===== src/rtl/pcpi_pkg.sv =====
// pcpi_pkg: shared types and field positions for the PCPI accelerator dispatcher
package pcpi_pkg;
  localparam int XLEN = 32;
  localparam logic [6:0] OPCODE_CUSTOM0 = 7'b0001011;
  localparam int OPC_MSB = 6;
  localparam int F3_LSB = 12;
  localparam int F3_MSB = 14;
  localparam int F7_LSB = 25;
  localparam int F7_MSB = 31;
  typedef enum logic [1:0] {IDLE, ISSUE, WAIT, RESP} state_e;
  function automatic int idx_w(input int n);
    return n > 1 ? $clog2(n) : 1;
  endfunction
endpackage


===== src/rtl/pcpi_dispatch_if.sv =====
// pcpi_dispatch_if: PCPI core port plus the shared accelerator-unit bus
interface pcpi_dispatch_if import pcpi_pkg::*; #(
  parameter int N_UNITS = 4
);
  logic                    pcpi_valid;
  logic [XLEN-1:0]         pcpi_insn;
  logic [XLEN-1:0]         pcpi_rs1;
  logic [XLEN-1:0]         pcpi_rs2;
  logic                    pcpi_wr;
  logic [XLEN-1:0]         pcpi_rd;
  logic                    pcpi_wait;
  logic                    pcpi_ready;
  logic [N_UNITS-1:0]      u_req;
  logic [2:0]              u_op;
  logic [XLEN-1:0]         u_a;
  logic [XLEN-1:0]         u_b;
  logic [N_UNITS-1:0]      u_ack;
  logic [N_UNITS-1:0]      u_done;
  logic [XLEN*N_UNITS-1:0] u_res;
  modport slave (
    input  pcpi_valid, pcpi_insn, pcpi_rs1, pcpi_rs2, u_ack, u_done, u_res,
    output pcpi_wr, pcpi_rd, pcpi_wait, pcpi_ready, u_req, u_op, u_a, u_b
  );
  modport master (
    output pcpi_valid, pcpi_insn, pcpi_rs1, pcpi_rs2, u_ack, u_done, u_res,
    input  pcpi_wr, pcpi_rd, pcpi_wait, pcpi_ready, u_req, u_op, u_a, u_b
  );
endinterface


===== src/rtl/pcpi_decode.sv =====
// pcpi_decode: combinational claim check and unit selection from the instruction word
module pcpi_decode import pcpi_pkg::*; #(
  parameter int N_UNITS = 4,
  parameter logic [6:0] OPCODE = OPCODE_CUSTOM0,
  localparam int IDX_W = idx_w(N_UNITS)
) (
  input  logic [XLEN-1:0]  insn,
  output logic             claim,
  output logic [IDX_W-1:0] idx,
  output logic [2:0]       op
);
  logic unused_fields;
  assign claim = insn[OPC_MSB:0] == OPCODE && 32'(insn[F7_MSB:F7_LSB]) < 32'(N_UNITS);
  assign idx = insn[F7_LSB +: IDX_W];
  assign op = insn[F3_MSB:F3_LSB];
  assign unused_fields = ^{insn[F7_LSB-1:F3_MSB+1], insn[F3_LSB-1:OPC_MSB+1]};
endmodule


===== src/rtl/pcpi_dispatch.sv =====
// pcpi_dispatch: routes custom-0 PCPI instructions to one of N_UNITS accelerators.
// Define PCPI_DISPATCH_TIMEOUT_EN to force completion after TIMEOUT busy cycles.
module pcpi_dispatch import pcpi_pkg::*; #(
  parameter int N_UNITS = 4,
  parameter logic [6:0] OPCODE = OPCODE_CUSTOM0,
  parameter int TIMEOUT = 64
) (
  input  logic pcpi_clock,
  input  logic pcpi_reset,
`ifdef PCPI_DISPATCH_TIMEOUT_EN
  output logic timeout_flag,
`endif
  pcpi_dispatch_if.slave bus
);
  localparam int IDX_W = idx_w(N_UNITS);
  state_e state_q, state_d;
  logic claim, wait_q, wr_q, ack_sel, done_sel, busy, finish, expire;
  logic [IDX_W-1:0] idx_d, idx_q;
  logic [2:0] op_d, op_q;
  logic [XLEN-1:0] a_q, b_q, res_q, res_sel;
  pcpi_decode #(.N_UNITS(N_UNITS), .OPCODE(OPCODE)) u_decode (
    .insn(bus.pcpi_insn), .claim(claim), .idx(idx_d), .op(op_d)
  );
  assign busy = state_q == ISSUE || state_q == WAIT;
  assign ack_sel = bus.u_ack[idx_q];
  assign done_sel = bus.u_done[idx_q];
  assign res_sel = bus.u_res[32'(idx_q)*XLEN +: XLEN];
  // done counts in ISSUE only alongside the ack, which covers the same-cycle shortcut
  assign finish = bus.pcpi_valid && done_sel && (state_q == WAIT || (state_q == ISSUE && ack_sel));
`ifdef PCPI_DISPATCH_TIMEOUT_EN
  localparam int CNT_W = $clog2(TIMEOUT + 1);
  logic [CNT_W-1:0] cnt_q;
  logic flag_q;
  assign expire = busy && bus.pcpi_valid && !finish && cnt_q == CNT_W'(TIMEOUT - 1);
  assign timeout_flag = flag_q;
  always_ff @(posedge pcpi_clock)
    if (!pcpi_reset) begin
      cnt_q <= '0;
      flag_q <= 1'b0;
    end else begin
      cnt_q <= state_q == IDLE ? '0 : busy ? cnt_q + 1'b1 : cnt_q;
      flag_q <= flag_q | expire;
    end
`else
  localparam int unused_timeout = TIMEOUT;
  assign expire = 1'b0;
`endif
  always_comb begin
    state_d = state_q;
    case (state_q)
      IDLE:        state_d = bus.pcpi_valid && claim ? ISSUE : IDLE;
      ISSUE, WAIT: state_d = !bus.pcpi_valid ? IDLE : finish || expire ? RESP : state_q == ISSUE && ack_sel ? WAIT : state_q;
      RESP:        state_d = IDLE;
    endcase
  end
  always_ff @(posedge pcpi_clock)
    if (!pcpi_reset) begin
      state_q <= IDLE;
      wait_q <= 1'b0;
      wr_q <= 1'b0;
      idx_q <= '0;
      op_q <= '0;
      a_q <= '0;
      b_q <= '0;
      res_q <= '0;
    end else begin
      state_q <= state_d;
      wait_q <= state_d == ISSUE || state_d == WAIT;
      if (state_q == IDLE && state_d == ISSUE) begin
        idx_q <= idx_d;
        op_q <= op_d;
        a_q <= bus.pcpi_rs1;
        b_q <= bus.pcpi_rs2;
      end
      if (finish) begin
        res_q <= res_sel;
        wr_q <= 1'b1;
      end else if (expire) begin
        res_q <= '0;
        wr_q <= 1'b0;
      end
    end
  assign bus.pcpi_wait = wait_q;
  assign bus.pcpi_ready = state_q == RESP;
  assign bus.pcpi_wr = state_q == RESP && wr_q;
  assign bus.pcpi_rd = state_q == RESP ? res_q : '0;
  assign bus.u_req = state_q == ISSUE ? N_UNITS'(1) << idx_q : '0;
  assign bus.u_op = op_q;
  assign bus.u_a = a_q;
  assign bus.u_b = b_q;
endmodule


===== src/flat_wrapper.sv =====
// flat-port wrapper written by rule: the top's interface ports become plain ports
module pcpi_dispatch_flat import pcpi_pkg::*;
#(
  parameter int N_UNITS = 4,
  parameter logic [6:0] OPCODE = OPCODE_CUSTOM0,
  parameter int TIMEOUT = 64
)
  (pcpi_clock, pcpi_reset, bus_pcpi_valid, bus_pcpi_insn, bus_pcpi_rs1, bus_pcpi_rs2, bus_u_ack, bus_u_done, bus_u_res, bus_pcpi_wr, bus_pcpi_rd, bus_pcpi_wait, bus_pcpi_ready, bus_u_req, bus_u_op, bus_u_a, bus_u_b);
  pcpi_dispatch_if #(.N_UNITS(N_UNITS)) bus_i ();
  input  logic pcpi_clock;
  input  logic pcpi_reset;
  input wire logic [$bits(bus_i.pcpi_valid)-1:0] bus_pcpi_valid;
  input wire logic [$bits(bus_i.pcpi_insn)-1:0] bus_pcpi_insn;
  input wire logic [$bits(bus_i.pcpi_rs1)-1:0] bus_pcpi_rs1;
  input wire logic [$bits(bus_i.pcpi_rs2)-1:0] bus_pcpi_rs2;
  input wire logic [$bits(bus_i.u_ack)-1:0] bus_u_ack;
  input wire logic [$bits(bus_i.u_done)-1:0] bus_u_done;
  input wire logic [$bits(bus_i.u_res)-1:0] bus_u_res;
  output wire logic [$bits(bus_i.pcpi_wr)-1:0] bus_pcpi_wr;
  output wire logic [$bits(bus_i.pcpi_rd)-1:0] bus_pcpi_rd;
  output wire logic [$bits(bus_i.pcpi_wait)-1:0] bus_pcpi_wait;
  output wire logic [$bits(bus_i.pcpi_ready)-1:0] bus_pcpi_ready;
  output wire logic [$bits(bus_i.u_req)-1:0] bus_u_req;
  output wire logic [$bits(bus_i.u_op)-1:0] bus_u_op;
  output wire logic [$bits(bus_i.u_a)-1:0] bus_u_a;
  output wire logic [$bits(bus_i.u_b)-1:0] bus_u_b;
  assign bus_i.pcpi_valid = bus_pcpi_valid;
  assign bus_i.pcpi_insn = bus_pcpi_insn;
  assign bus_i.pcpi_rs1 = bus_pcpi_rs1;
  assign bus_i.pcpi_rs2 = bus_pcpi_rs2;
  assign bus_i.u_ack = bus_u_ack;
  assign bus_i.u_done = bus_u_done;
  assign bus_i.u_res = bus_u_res;
  assign bus_pcpi_wr = bus_i.pcpi_wr;
  assign bus_pcpi_rd = bus_i.pcpi_rd;
  assign bus_pcpi_wait = bus_i.pcpi_wait;
  assign bus_pcpi_ready = bus_i.pcpi_ready;
  assign bus_u_req = bus_i.u_req;
  assign bus_u_op = bus_i.u_op;
  assign bus_u_a = bus_i.u_a;
  assign bus_u_b = bus_i.u_b;
  pcpi_dispatch #(.N_UNITS(N_UNITS), .OPCODE(OPCODE), .TIMEOUT(TIMEOUT)) u_core (.pcpi_clock(pcpi_clock), .pcpi_reset(pcpi_reset), .bus(bus_i));
endmodule

===== config.mk =====
export PLATFORM = sky130hd
export DESIGN_NAME = pcpi_dispatch_flat
export DESIGN_NICKNAME = d
export VERILOG_FILES = /design/src/rtl/pcpi_pkg.sv /design/src/rtl/pcpi_dispatch_if.sv /design/src/rtl/pcpi_decode.sv /design/src/rtl/pcpi_dispatch.sv /design/src/flat_wrapper.sv
export SDC_FILE = /design/constraint.sdc
export NUM_CORES = 1
export LEC_CHECK = 0
export ABC_AREA = 1
export CAP_MARGIN = 10
export CORE_ASPECT_RATIO = 0.6
export CORE_MARGIN = 5
export CORE_UTILIZATION = 39
export CTS_CLUSTER_DIAMETER = 120
export CTS_CLUSTER_SIZE = 12
export DETAILED_ROUTE_END_ITERATION = 12
export GPL_TIMING_DRIVEN = 0
export PLACE_DENSITY = 0.87
export SLEW_MARGIN = 10
export SYNTH_ARGS = -nofsm -noshare
export SYNTH_HDL_FRONTEND = slang
export SYNTH_SLANG_ARGS = --single-unit

===== constraint.sdc =====
create_clock -name pcpi_clock -period 5.85 [get_ports pcpi_clock]
set_input_delay 0.585 -clock pcpi_clock [delete_from_list [all_inputs] [get_ports pcpi_clock]]
set_output_delay 0.585 -clock pcpi_clock [all_outputs]
set_load 0.01 [all_outputs]

==> impl_summary.log, run 1 <==
INFO  metric numCtsBuffers = 9
INFO  metric worst-r2r-setup-slack = between 3 and 4 ns
INFO  metric outcome = finished clean
INFO  metric number_of_global_route_vias_before_repair = around 5900
INFO  metric p_leak = between 3 and 4 nW
INFO  metric total_via_count_after_detailed_routing = between 6000 and 7000
INFO  metric drt_pre_antenna_iters = 5
INFO  metric synth.yosys.seq_area_share = about two fifths
INFO  metric die-area = ~0.015 mm2
INFO  metric antenna_found_initial = 1
INFO  metric report.final.setup_viol = 0
INFO  metric buffer_ports.inserted = between 300 and 400
INFO  metric footprint_of_the_multi_input_gates = around 0.0025 mm2
INFO  metric final_min_period_over_clock_period = 52.4%
INFO  metric cellPowerDensity = ~170 mW/mm2
INFO  metric postSynthCellCount = between 700 and 800
INFO  metric max_cap_violations = 0
INFO  metric worstSetupEndpointType = primary output
INFO  metric crit_arrival = around 2.5 ns
INFO  metric pre_cts_slack = roughly 2.7 ns
INFO  metric vias_per_cell = between 4 and 5
INFO  metric reg2reg_depth = 18
INFO  metric routed-wl-met2 = roughly 9.3 mm
INFO  metric p_total = roughly 1.5 mW
INFO  metric drive_above_1_share = about 3.9%
INFO  metric whs_endpoint = u_core.wr_q
INFO  metric timing.final.max_slew_violations = 0
INFO  metric vdd_ir_drop_max = ~130 uV
INFO  metric cts_max_level = 3
INFO  metric die_h = 98.2 um
INFO  metric boundaryPins = about 340
INFO  metric die_w = 157 um
INFO  metric post_layout_nonfiller_instances = around 1300
INFO  metric gr-usage-all-layers = between 20% and 30%
INFO  metric hold_path_class = reg2reg
INFO  metric largest_fanout_on_the_critical_path = 10
INFO  metric post_syn_area = ~0.0051 mm2
INFO  metric report.final.hold_viol_count = 0
INFO  metric worst_slack = 2.78 ns
INFO  metric max-slew-margin-rel = 61.8%
INFO  metric initialDrtViolationCount = between 300 and 400
INFO  metric postCtsHoldBufs = 0
INFO  metric highest_layer = met4
INFO  metric ys_seq_elements = around 110
INFO  metric synth.net_count = approximately 1000
INFO  metric met1Wirelength = between 8 and 9 mm
INFO  metric tritoncts = yes
INFO  metric flow.area_growth_from_synthesis = 74.1%
INFO  metric filler_cell_count = around 1100
INFO  metric design.final.nets = roughly 1400
INFO  metric detail-route-antenna-nets = 0
INFO  metric cts.clk_slew.worst_paths = about 0.07 ns
INFO  metric initial_core_util = roughly two fifths
INFO  metric placed_cells = 1279
INFO  metric route.met3.wl = around 2.1 mm
INFO  metric route.final.wire_length = just over 20 mm
INFO  metric hold_start = u_core.wr_q
INFO  metric top_library_cells_by_usage_in_the_layout_fill_and_taps_aside = sky130_fd_sc_hd__clkdlybuf4s50_1, sky130_fd_sc_hd__nand2_1, sky130_fd_sc_hd__nor2_1
INFO  metric crit-reg2reg-launch = u_core.idx_q[1]
INFO  metric clock.fmax = ~330 MHz
INFO  metric whs_path_depth = 2
INFO  metric globalplace.congestion = ~0.93
INFO  metric grt_remaining_overflow = 0
INFO  metric rsz0062_at_grt = false
INFO  metric synth_cell_types = 20
INFO  metric worst_ep_required_time = between 5 and 6 ns
INFO  metric core_region_area = 0.0128 mm2
INFO  metric mostFrequentLayoutCell = sky130_fd_sc_hd__clkdlybuf4s50_1
INFO  metric average_wire_per_standard_cell = approximately 16 um
INFO  metric area.sequential = 0.00210 mm2
INFO  metric clk_root_buf = sky130_fd_sc_hd__clkbuf_16
INFO  metric worstSetupStartpointType = flop
INFO  metric rows = 32
INFO  metric syn_area_per_cell = 6.44 um2
INFO  metric ctsLongestPathBuffers = 2
INFO  metric worstSkewPairLatency = 0.34 ns
INFO  metric postCtsSetupRepairBufs = 0
INFO  metric r2r_end = u_core.bus.u_a[28]
INFO  metric postCtsResizedCells = 0
INFO  metric finClkSkew = approximately 0.011 ns
INFO  metric ys_warn_count = 0
INFO  metric hpwl = 16.8 mm
INFO  metric min_period = 3.07 ns
INFO  metric max_slew.worst_pin.slew = 0.573 ns
INFO  metric total_neg_setup_slack = 0 ns
INFO  metric maximum_number_of_pins_on_one_net_before_global_route_repair = 20
INFO  metric timing_worst_setup_path_type = reg2out
INFO  metric remaining_drcs = 0
INFO  metric grt_pass1_wl = about 31 mm
INFO  metric cts.sink_count = 105
## critical path, stage by stage, from the launching register on
cell	delay (ns)
sky130_fd_sc_hd__dfxtp_1	0.39
sky130_fd_sc_hd__ha_1	0.20
sky130_fd_sc_hd__clkbuf_1	0.32
sky130_fd_sc_hd__clkbuf_1	0.44
sky130_fd_sc_hd__nand2_1	0.12
sky130_fd_sc_hd__inv_1	0.14
sky130_fd_sc_hd__clkdlybuf4s50_1	0.55
## worst max-delay path by stage
stage                                  from                 end  slack [ns]
after CTS                 u_core.state_q[0]     bus_pcpi_rd[29]        2.76
after floorplan                bus_u_ack[3]  u_core.bus.u_a[28]        3.62
final                     u_core.state_q[0]     bus_pcpi_rd[29]        2.78
after global routing      u_core.state_q[0]     bus_pcpi_rd[29]        2.57
after detailed placement       bus_u_ack[2]  u_core.bus.u_a[28]        2.67
after global placement         bus_u_ack[3]  u_core.bus.u_b[20]        2.73
## power breakdown
| part | leakage (nW) | switching [mW] | internal, mW | total (mW) |
|---|---|---|---|---|
| Clock | 0.140 | 0.290 | 0.298 | 0.588 |
| Sequential | 0.845 | 0.0000684 | 0.714 | 0.714 |
| Combinational | 2.70 | 0.0500 | 0.143 | 0.193 |
| Total | 3.68 | 0.340 | 1.15 | 1.49 |
## cells in the mapped netlist
cell / instances / share of area, %
sky130_fd_sc_hd__nand2_1: 181 / 13
sky130_fd_sc_hd__nor2_1: 173 / 13
sky130_fd_sc_hd__nor4_1: 1 / 0.12
sky130_fd_sc_hd__dfxtp_1: 105 / 42
sky130_fd_sc_hd__o21ai_0: 72 / 7.1
sky130_fd_sc_hd__buf_2: 16 / 1.6
sky130_fd_sc_hd__nor2_2: 1 / 0.12
sky130_fd_sc_hd__inv_4: 2 / 0.25
sky130_fd_sc_hd__nor4b_1: 1 / 0.17
sky130_fd_sc_hd__buf_4: 2 / 0.30
sky130_fd_sc_hd__nor3_1: 37 / 3.7
sky130_fd_sc_hd__nand2_2: 2 / 0.25
sky130_fd_sc_hd__ha_1: 6 / 1.5
sky130_fd_sc_hd__nand3_1: 6 / 0.59
sky130_fd_sc_hd__o21ai_1: 29 / 2.9
sky130_fd_sc_hd__clkbuf_1: 36 / 2.7
sky130_fd_sc_hd__inv_1: 43 / 3.2
sky130_fd_sc_hd__nand2_4: 1 / 0.22
sky130_fd_sc_hd__a21oi_1: 67 / 6.6
sky130_fd_sc_hd__buf_6: 4 / 0.89
## logic make-up after synthesis
group	synth area share, %
AND/OR/NAND/NOR	31.4
AO/OA/AOI/OAI	16.6
flip-flops	41.6
buffers and inverters	8.88
adder cells (fa/ha/maj)	1.48
## final cells by class
cell class	count	share of cell area [%]
Inverter	45	1.98
Antenna cell	1	0.0284
Clock buffer	9	2.56
Multi-Input combinational cell	577	28.5
Sequential cell	105	23.9
Clock inverter	7	0.697
Tap cell	170	2.42
Buffer	58	3.13
Timing Repair Buffer	324	36.8
## registers in the layout (all words and copies together) (netlist names)
signal / flops
u_core.idx_q: 2
u_core.bus.pcpi_wait: 1
u_core.bus.u_op: 3
u_core.wr_q: 1
u_core.bus.u_a: 32
u_core.state_q: 2
u_core.res_q: 32
u_core.bus.u_b: 32
## routing by layer
metal  vias up  GRT usage (%)
met1      2805           34.2
met4         0           7.47
li1       3164              -
met2       277           40.7
met5         -              0
met3        30           7.62
## stage by stage
stage	util (%)	hold slack [ns]	instance area (um2)
6_report	68.9	0.473	8800
5_1_grt	68.9	0.491	8800
4_1_cts	68.9	0.476	8800
3_5_place_dp	66.6	0.459	8510
3_3_place_gp	66.6	0.450	8510
2_1_floorplan	-	0.439	5060
Note: power is estimated with default switching activity, not from simulation.
==> inputs of run 2 (changes only) <==
Settings changed: CORE_UTILIZATION 39 to 33, PLACE_DENSITY 0.87 to 0.78.
Clock period 5.85 ns to 2.66 ns, I/O delays scaled along.
==> run 2 against run 1 <==
Against the previous run: via count shrank 1.1%; total power up 120%; first-iteration DRC count is 33% higher; clock-buffer cell count is the same; clock skew decreased by 0.0036 ns; critical endpoint is now bus_pcpi_rd[23]; highest routed layer unchanged.
==> impl_summary.log, run 2 (synthesis results as in run 1) <==
INFO  metric outcome = finished clean (unchanged)
INFO  metric gr-usage-all-layers = 21.6% (was 25.8%)
INFO  metric vias_per_cell = 4.66 (was 4.84)
INFO  metric flow.area_growth_from_synthesis = 75.7% (was 74.1%)
INFO  metric hold_path_class = in2reg (was reg2reg)
INFO  metric cellPowerDensity = 367 mW/mm2 (was 170 mW/mm2)
INFO  metric min_period = approximately 2.5 ns
INFO  metric route.final.wire_length = 20.7 mm (was 20.8 mm)
INFO  metric mostFrequentLayoutCell = sky130_fd_sc_hd__clkdlybuf4s50_1 (unchanged)
INFO  metric clock.fmax = between 400 and 500 MHz
INFO  metric boundaryPins = 341 (unchanged)
INFO  metric util_after_layout = 58.5% (was 68.9%)
INFO  metric grt_pass1_wl = 30.9 mm (was 31.3 mm)
INFO  metric drive_above_1_share = 4.70% (was 3.91%)
INFO  metric core_region_area = 0.0152 mm2 (was 0.0128 mm2)
INFO  metric p_leak = 3.71 nW (was 3.68 nW)
INFO  metric detail-route-antenna-nets = 0 (unchanged)
INFO  metric grt_remaining_overflow = 0 (unchanged)
INFO  metric rows = 35 (was 32)
INFO  metric final_min_period_over_clock_period = 93.3%
INFO  metric report.final.setup_viol = 0 (unchanged)
INFO  metric antenna-diode-count = 0 (was 1)
INFO  metric antenna_found_initial = 0 (was 1)
INFO  metric cts_max_level = 3 (unchanged)
INFO  metric timing.final.max_slew_violations = 0 (unchanged)
INFO  metric globalplace.congestion = 0.847 (was 0.926)
INFO  metric largest_stage_delay_on_the_critical_path = 0.53 ns (was 0.55 ns)
INFO  metric postCtsHoldBufs = 0 (unchanged)
INFO  metric worst_ep_required_time = 2.39 ns (was 5.27 ns)
INFO  metric die-area = 0.0180 mm2 (was 0.0154 mm2)
INFO  metric finClkSkew = 0.00722 ns (was 0.0108 ns)
INFO  metric numCtsBuffers = 9 (unchanged)
INFO  metric layout.cell_area.non_filler = 0.00888 mm2 (was 0.00880 mm2)
INFO  metric die_h = 106 um (was 98.2 um)
INFO  metric tritoncts = yes (unchanged)
INFO  metric ctsLongestPathBuffers = 2 (unchanged)
INFO  metric timing_worst_setup_path_type = reg2out (unchanged)
INFO  metric buffer_ports.inserted = 324 (unchanged)
INFO  metric placedInstanceArea = 0.00855 mm2 (was 0.00851 mm2)
INFO  metric top_library_cells_by_usage_in_the_layout_fill_and_taps_aside = sky130_fd_sc_hd__clkdlybuf4s50_1, sky130_fd_sc_hd__nand2_1, sky130_fd_sc_hd__nor2_1 (unchanged)
INFO  metric pre_cts_slack = -0.271 ns (was 2.67 ns)
INFO  metric worstSetupStartpointType = flop (unchanged)
INFO  metric initial_core_util = 33.3% (was 39.6%)
INFO  metric remaining_drcs = 0 (unchanged)
INFO  metric die_w = 170 um (was 157 um)
INFO  metric max-slew-margin-rel = 56.6% (was 61.8%)
INFO  metric timing.critical_path.cells = ha_1, clkbuf_1, buf_2, nand2_1, inv_1, clkdlybuf4s50_1 (was ha_1, clkbuf_1, clkbuf_1, nand2_1, inv_1, clkdlybuf4s50_1)
INFO  metric design.final.nets = 1365 (was 1361)
INFO  metric slowest_stage = sky130_fd_sc_hd__clkdlybuf4s50_1 (unchanged)
INFO  metric largest_fanout_on_the_critical_path = 10 (unchanged)
INFO  metric hpwl = 16.6 mm (was 16.8 mm)
INFO  metric average_wire_per_standard_cell = 15.5 um (was 16.0 um)
INFO  metric worstSkewPairLatency = 0.34 ns (about the same)
INFO  metric initialDrtViolationCount = 480 (was 362)
INFO  metric worst_slack = 0.179 ns (was 2.78 ns)
INFO  metric report.final.hold_viol_count = 0 (unchanged)
INFO  metric cts.clk_slew.worst_paths = 0.07 ns (about the same)
INFO  metric max_cap_violations = 0 (unchanged)
INFO  metric worst_hold_margin = 0.388 ns (was 0.473 ns)
INFO  metric p_total = 3.26 mW (was 1.49 mW)
INFO  metric drt_pre_antenna_iters = 5 (unchanged)
INFO  metric max_slew.worst_pin.slew = 0.651 ns (was 0.573 ns)
INFO  metric worstSetupEndpointType = primary output (unchanged)
INFO  metric vdd_ir_drop_max = 312 uV (was 132 uV)
INFO  metric total_via_count_after_detailed_routing = 6206 (was 6276)
INFO  metric crit_arrival = 2.21 ns (was 2.48 ns)
INFO  metric clk_root_buf = sky130_fd_sc_hd__clkbuf_16 (unchanged)
INFO  metric maximum_number_of_pins_on_one_net_before_global_route_repair = 19 (was 20)
INFO  metric cts.sink_count = 105 (unchanged)
INFO  metric number_of_global_route_vias_before_repair = 5809 (was 5918)
-- run 2: changes by cell type in the layout (fill, tap and decap cells not counted), sizes merged --
cell,delta
clkbuf,+2
buf,+2
diode,-1
clkinvlp,-1
-- run 2: metal layers --
| metal | global-route usage, % | wire (um) |
|---|---|---|
| met1 | 28.7 | 9290 |
| met2 | 35.2 | 9270 |
| met3 | 7.01 | 2010 |
| met4 | 2.81 | 119 |
| met5 | 0 | 0 |
-- run 2: path summary, 6_finish.rpt --
path                     startpoint               end  slack (ns)  cells past startpoint
hold reg to reg         u_core.wr_q       u_core.wr_q        0.47                      2
setup / recovery  u_core.state_q[0]   bus_pcpi_rd[23]        0.18                      6
hold / removal           pcpi_reset  u_core.res_q[11]        0.39                      3
setup reg to reg    u_core.idx_q[0]   u_core.idx_q[0]        0.27                     19
-- run 2: what timing repair did --
item                       CTS  global route
pin swaps                    0             1
cloned                       0             0
setup buffers                0             4
gates resized for setup      3            12
setup endpoints to repair   41            82
-- run 2: cell type report --
cell class              instances  area [um2]
plain buffers                  58         290
clock buffers                   9         225
clock inverters                 6        51.3
fillers                      1475        6310
inverters                      45         174
multi-input cells             577        2510
flip-flops and latches        105        2100
well taps                     203         254
repair buffers                328        3270
-- run 2: report_power, final --
part	switching, mW	internal (mW)
sequential	0.000157	1.57
combinational	0.111	0.314
clock	0.619	0.646
total	0.729	2.53
-- run 2: critical path: cells and delay by family, from the launching register on --
family,cells,cell delay (ns)
adders and majority gates,1,0.19
buffers and inverters,4,1.17
DFF,1,0.39
and+or+nand+nor,1,0.11
-- run 2: stage by stage --
step                      std cells  TNS (ns)
after global routing           1331   -0.0473
after CTS                      1327         0
after global placement         1312    -10.71
final                          1331         0
after detailed placement       1312    -12.33
after floorplan                 785         0
==> inputs of run 3 (changes only) <==
Settings changed: REMOVE_ABC_BUFFERS set to 1.
==> run 3 against run 2 <==
Against the previous run: total power is 0.65% higher; worst setup slack lost 0.022 ns; clock power is essentially flat; fmax is 0.88% lower; critical path depth down 2; global-route usage is 0.45 points lower; clock skew up 0.0045 ns; die area is the same; flip-flop and latch count is the same; wire length decreased by 0.69%; largest power group unchanged.
==> impl_summary.log, run 3 (synthesis results as in run 1) <==
INFO  metric outcome = finished clean (unchanged)
INFO  metric reg_power_share = 47.8% (was 48.2%)
INFO  metric remaining_drcs = 0 (unchanged)
INFO  metric boundaryPins = 341 (unchanged)
INFO  metric final_min_period_over_clock_period = 94.1% (was 93.3%)
INFO  metric total_switching_power = 737 uW (was 729 uW)
INFO  metric worst_slack = 0.157 ns (was 0.179 ns)
INFO  metric setup.worst_path.end = bus_pcpi_rd[17] (was bus_pcpi_rd[23])
INFO  metric cts_max_level = 3 (unchanged)
INFO  metric drive_above_1_share = 4.33% (was 4.70%)
INFO  metric max_slew.worst_pin.slew = 0.808 ns (was 0.651 ns)
INFO  metric placed_cells = 1258 (was 1312)
INFO  metric detail-route-antenna-nets = 0 (unchanged)
INFO  metric filler_cell_count = 1433 (was 1475)
INFO  metric r2r_end = u_core.bus.u_b[1] (was u_core.idx_q[0])
INFO  metric grt_remaining_overflow = 0 (unchanged)
INFO  metric maximum_number_of_pins_on_one_net_before_global_route_repair = 76 (was 19)
INFO  metric min_period = 2.50 ns (was 2.48 ns)
INFO  metric numCtsBuffers = 9 (unchanged)
INFO  metric slowest_stage = sky130_fd_sc_hd__ha_2 (was sky130_fd_sc_hd__clkdlybuf4s50_1)
INFO  metric flow.area_growth_from_synthesis = 76.2% (was 75.7%)
INFO  metric total_neg_setup_slack = 0 ns (unchanged)
INFO  metric globalplace.congestion = 0.817 (was 0.847)
INFO  metric whs_path_depth = 3 (unchanged)
INFO  metric cellPowerDensity = 368 mW/mm2 (was 367 mW/mm2)
INFO  metric ctsLongestPathBuffers = 2 (unchanged)
INFO  metric max_cap_violations = 0 (unchanged)
INFO  metric total_via_count_after_detailed_routing = 6006 (was 6206)
INFO  metric cp-startpoint = u_core.state_q[0] (unchanged)
INFO  metric p_total = 3.28 mW (was 3.26 mW)
INFO  metric timing_worst_setup_path_type = reg2out (unchanged)
INFO  metric average_wire_per_standard_cell = 15.9 um (was 15.5 um)
INFO  metric report.final.hold_viol_count = 0 (unchanged)
INFO  metric reg2reg_depth = 17 (was 19)
INFO  metric finClkSkew = 0.0118 ns (was 0.00722 ns)
INFO  metric mostFrequentLayoutCell = sky130_fd_sc_hd__clkdlybuf4s50_1 (unchanged)
INFO  metric number_of_global_route_vias_before_repair = 5582 (was 5809)
INFO  metric rows = 35 (unchanged)
INFO  metric gr-usage-all-layers = 21.1% (was 21.6%)
INFO  metric rsz0062_at_grt = false
INFO  metric die_h = 106 um (unchanged)
INFO  metric worstSetupStartpointType = flop (unchanged)
INFO  metric worstSkewPairLatency = 0.34 ns (about the same)
INFO  metric timing.final.max_slew_violations = 0 (unchanged)
INFO  metric route.final.wire_length = 20.5 mm (was 20.7 mm)
INFO  metric timing.critical_path.cells = ha_2, nand2_1, inv_1, clkdlybuf4s50_1 (was ha_1, clkbuf_1, buf_2, nand2_1, inv_1, clkdlybuf4s50_1)
INFO  metric largest_fanout_on_the_critical_path = 34 (was 10)
INFO  metric clock.fmax = 400 MHz (was 403 MHz)
INFO  metric comb_pwr_share = 12.8% (was 13.0%)
INFO  metric crit-reg2reg-launch = u_core.idx_q[0] (unchanged)
INFO  metric vias_per_cell = 4.66 (about the same)
INFO  metric max-slew-margin-rel = 46.1% (was 56.6%)
INFO  metric worst-r2r-setup-slack = 0.23 ns (was 0.27 ns)
INFO  metric util_after_layout = 58.6% (was 58.5%)
INFO  metric largest_stage_delay_on_the_critical_path = 0.74 ns (was 0.53 ns)
INFO  metric pre_cts_slack = -1.60 ns (was -0.271 ns)
INFO  metric p_int = 2.54 mW (was 2.53 mW)
INFO  metric initial_core_util = 33.3% (unchanged)
INFO  metric fraction_of_power_spent_switching_nets = 22.5% (was 22.4%)
INFO  metric grt_pass1_wl = 30.3 mm (was 30.9 mm)
INFO  metric crit_arrival = 2.24 ns (was 2.21 ns)
INFO  metric crit_cells = 4 (was 6)
INFO  metric worstSetupEndpointType = primary output (unchanged)
INFO  metric power_frac_clock = 39.4% (was 38.8%)
INFO  metric initialDrtViolationCount = 375 (was 480)
INFO  metric die-area = 0.0180 mm2 (unchanged)
INFO  metric p_leak = 3.68 nW (was 3.71 nW)
INFO  metric vdd_ir_drop_max = 322 uV (was 312 uV)
INFO  metric report.final.setup_viol = 0 (unchanged)
INFO  metric worst_ep_required_time = 2.39 ns (about the same)
INFO  metric critPathBufInv = 2 (was 4)
INFO  metric design.final.nets = 1322 (was 1365)
INFO  metric buffer_ports.inserted = 325 (was 324)
INFO  metric antenna_found_initial = 0 (unchanged)
INFO  metric top_library_cells_by_usage_in_the_layout_fill_and_taps_aside = sky130_fd_sc_hd__clkdlybuf4s50_1, sky130_fd_sc_hd__nand2_1, sky130_fd_sc_hd__nor2_1 (unchanged)
INFO  metric hold_path_class = in2reg (unchanged)
INFO  metric cts.clk_slew.worst_paths = 0.08 ns (was 0.07 ns)
INFO  metric drt_pre_antenna_iters = 5 (unchanged)
INFO  metric antenna-diode-count = 0 (unchanged)
INFO  metric clk_root_buf = sky130_fd_sc_hd__clkbuf_16 (unchanged)
INFO  metric core_region_area = 0.0152 mm2 (unchanged)
INFO  metric tritoncts = yes (unchanged)
INFO  metric cts.sink_count = 105 (unchanged)
INFO  metric kind_of_cell_adding_the_most_delay_to_the_critical_path = adder cells (was buffers and inverters)
INFO  metric postCtsHoldBufs = 0 (unchanged)
INFO  metric hpwl = 13.6 mm (was 16.6 mm)
INFO  metric post_layout_nonfiller_instances = 1289 (was 1331)
INFO  metric die_w = 170 um (unchanged)
## run 3: tightest hold or removal path, cell delays in order
cell and delay (ns):
sky130_fd_sc_hd__buf_4 0.21, sky130_fd_sc_hd__o21ai_0 0.10, sky130_fd_sc_hd__nor2_1 0.04
## run 3: what timing repair did
action / CTS / global route
pin swaps: 1 / 2
setup endpoints to repair: 108 / 41
gates cloned: 2 / 1
setup buffers: 8 / 4
resized for setup: 17 / 5
endpoints found under the hold margin: 0 / 0
## run 3: layout make-up
type | instances | area, um2 | share of cell area (%)
clock buffers | 10 | 229 | 2.57
repair inverters | 1 | 8.76 | 0.0983
inverters | 45 | 226 | 2.54
clock inverters | 6 | 57.6 | 0.646
well taps | 203 | 254 | 2.85
multi-input cells | 579 | 2570 | 28.9
repair buffers | 340 | 3450 | 38.7
flip-flops and latches | 105 | 2110 | 23.7
## run 3: worst min path at each step
stage,from,end
6_report,pcpi_reset,u_core.bus.u_a[20]
3_5_place_dp,u_core.bus.u_b[15],u_core.bus.u_b[15]
2_1_floorplan,pcpi_reset,u_core.bus.u_a[0]
5_1_grt,pcpi_reset,u_core.bus.u_a[29]
4_1_cts,pcpi_reset,u_core.bus.u_a[20]
3_3_place_gp,u_core.wr_q,u_core.wr_q
## run 3: metal layers
| metal | vias to the layer above | track usage (%) | share of wire, % |
|---|---|---|---|
| met1 | 2678 | 28.0 | 43 |
| met5 | - | 0 | 0 |
| met2 | 234 | 34.1 | 46 |
| met4 | 0 | 3.16 | 0.70 |
| li1 | 3084 | - | - |
| met3 | 10 | 7.27 | 10 |
## run 3: through the flow
| step | cell area, um2 | hold slack, ns |
|---|---|---|
| 6_report | 8910 | 0.320 |
| 5_1_grt | 8910 | 0.318 |
| 4_1_cts | 8830 | 0.305 |
| 3_5_place_dp | 8360 | 0.471 |
| 3_3_place_gp | 8290 | 0.455 |
| 2_1_floorplan | 4780 | 0.402 |
## run 3: power by group through the flow
stage	registers, mW	logic, mW	clock network [mW]
6_report	1.57	0.420	1.29
5_1_grt	1.57	0.452	1.41
4_1_cts	1.57	0.420	1.35
3_5_place_dp	1.61	0.415	0
3_3_place_gp	1.61	0.414	0
2_1_floorplan	1.61	0.0656	0
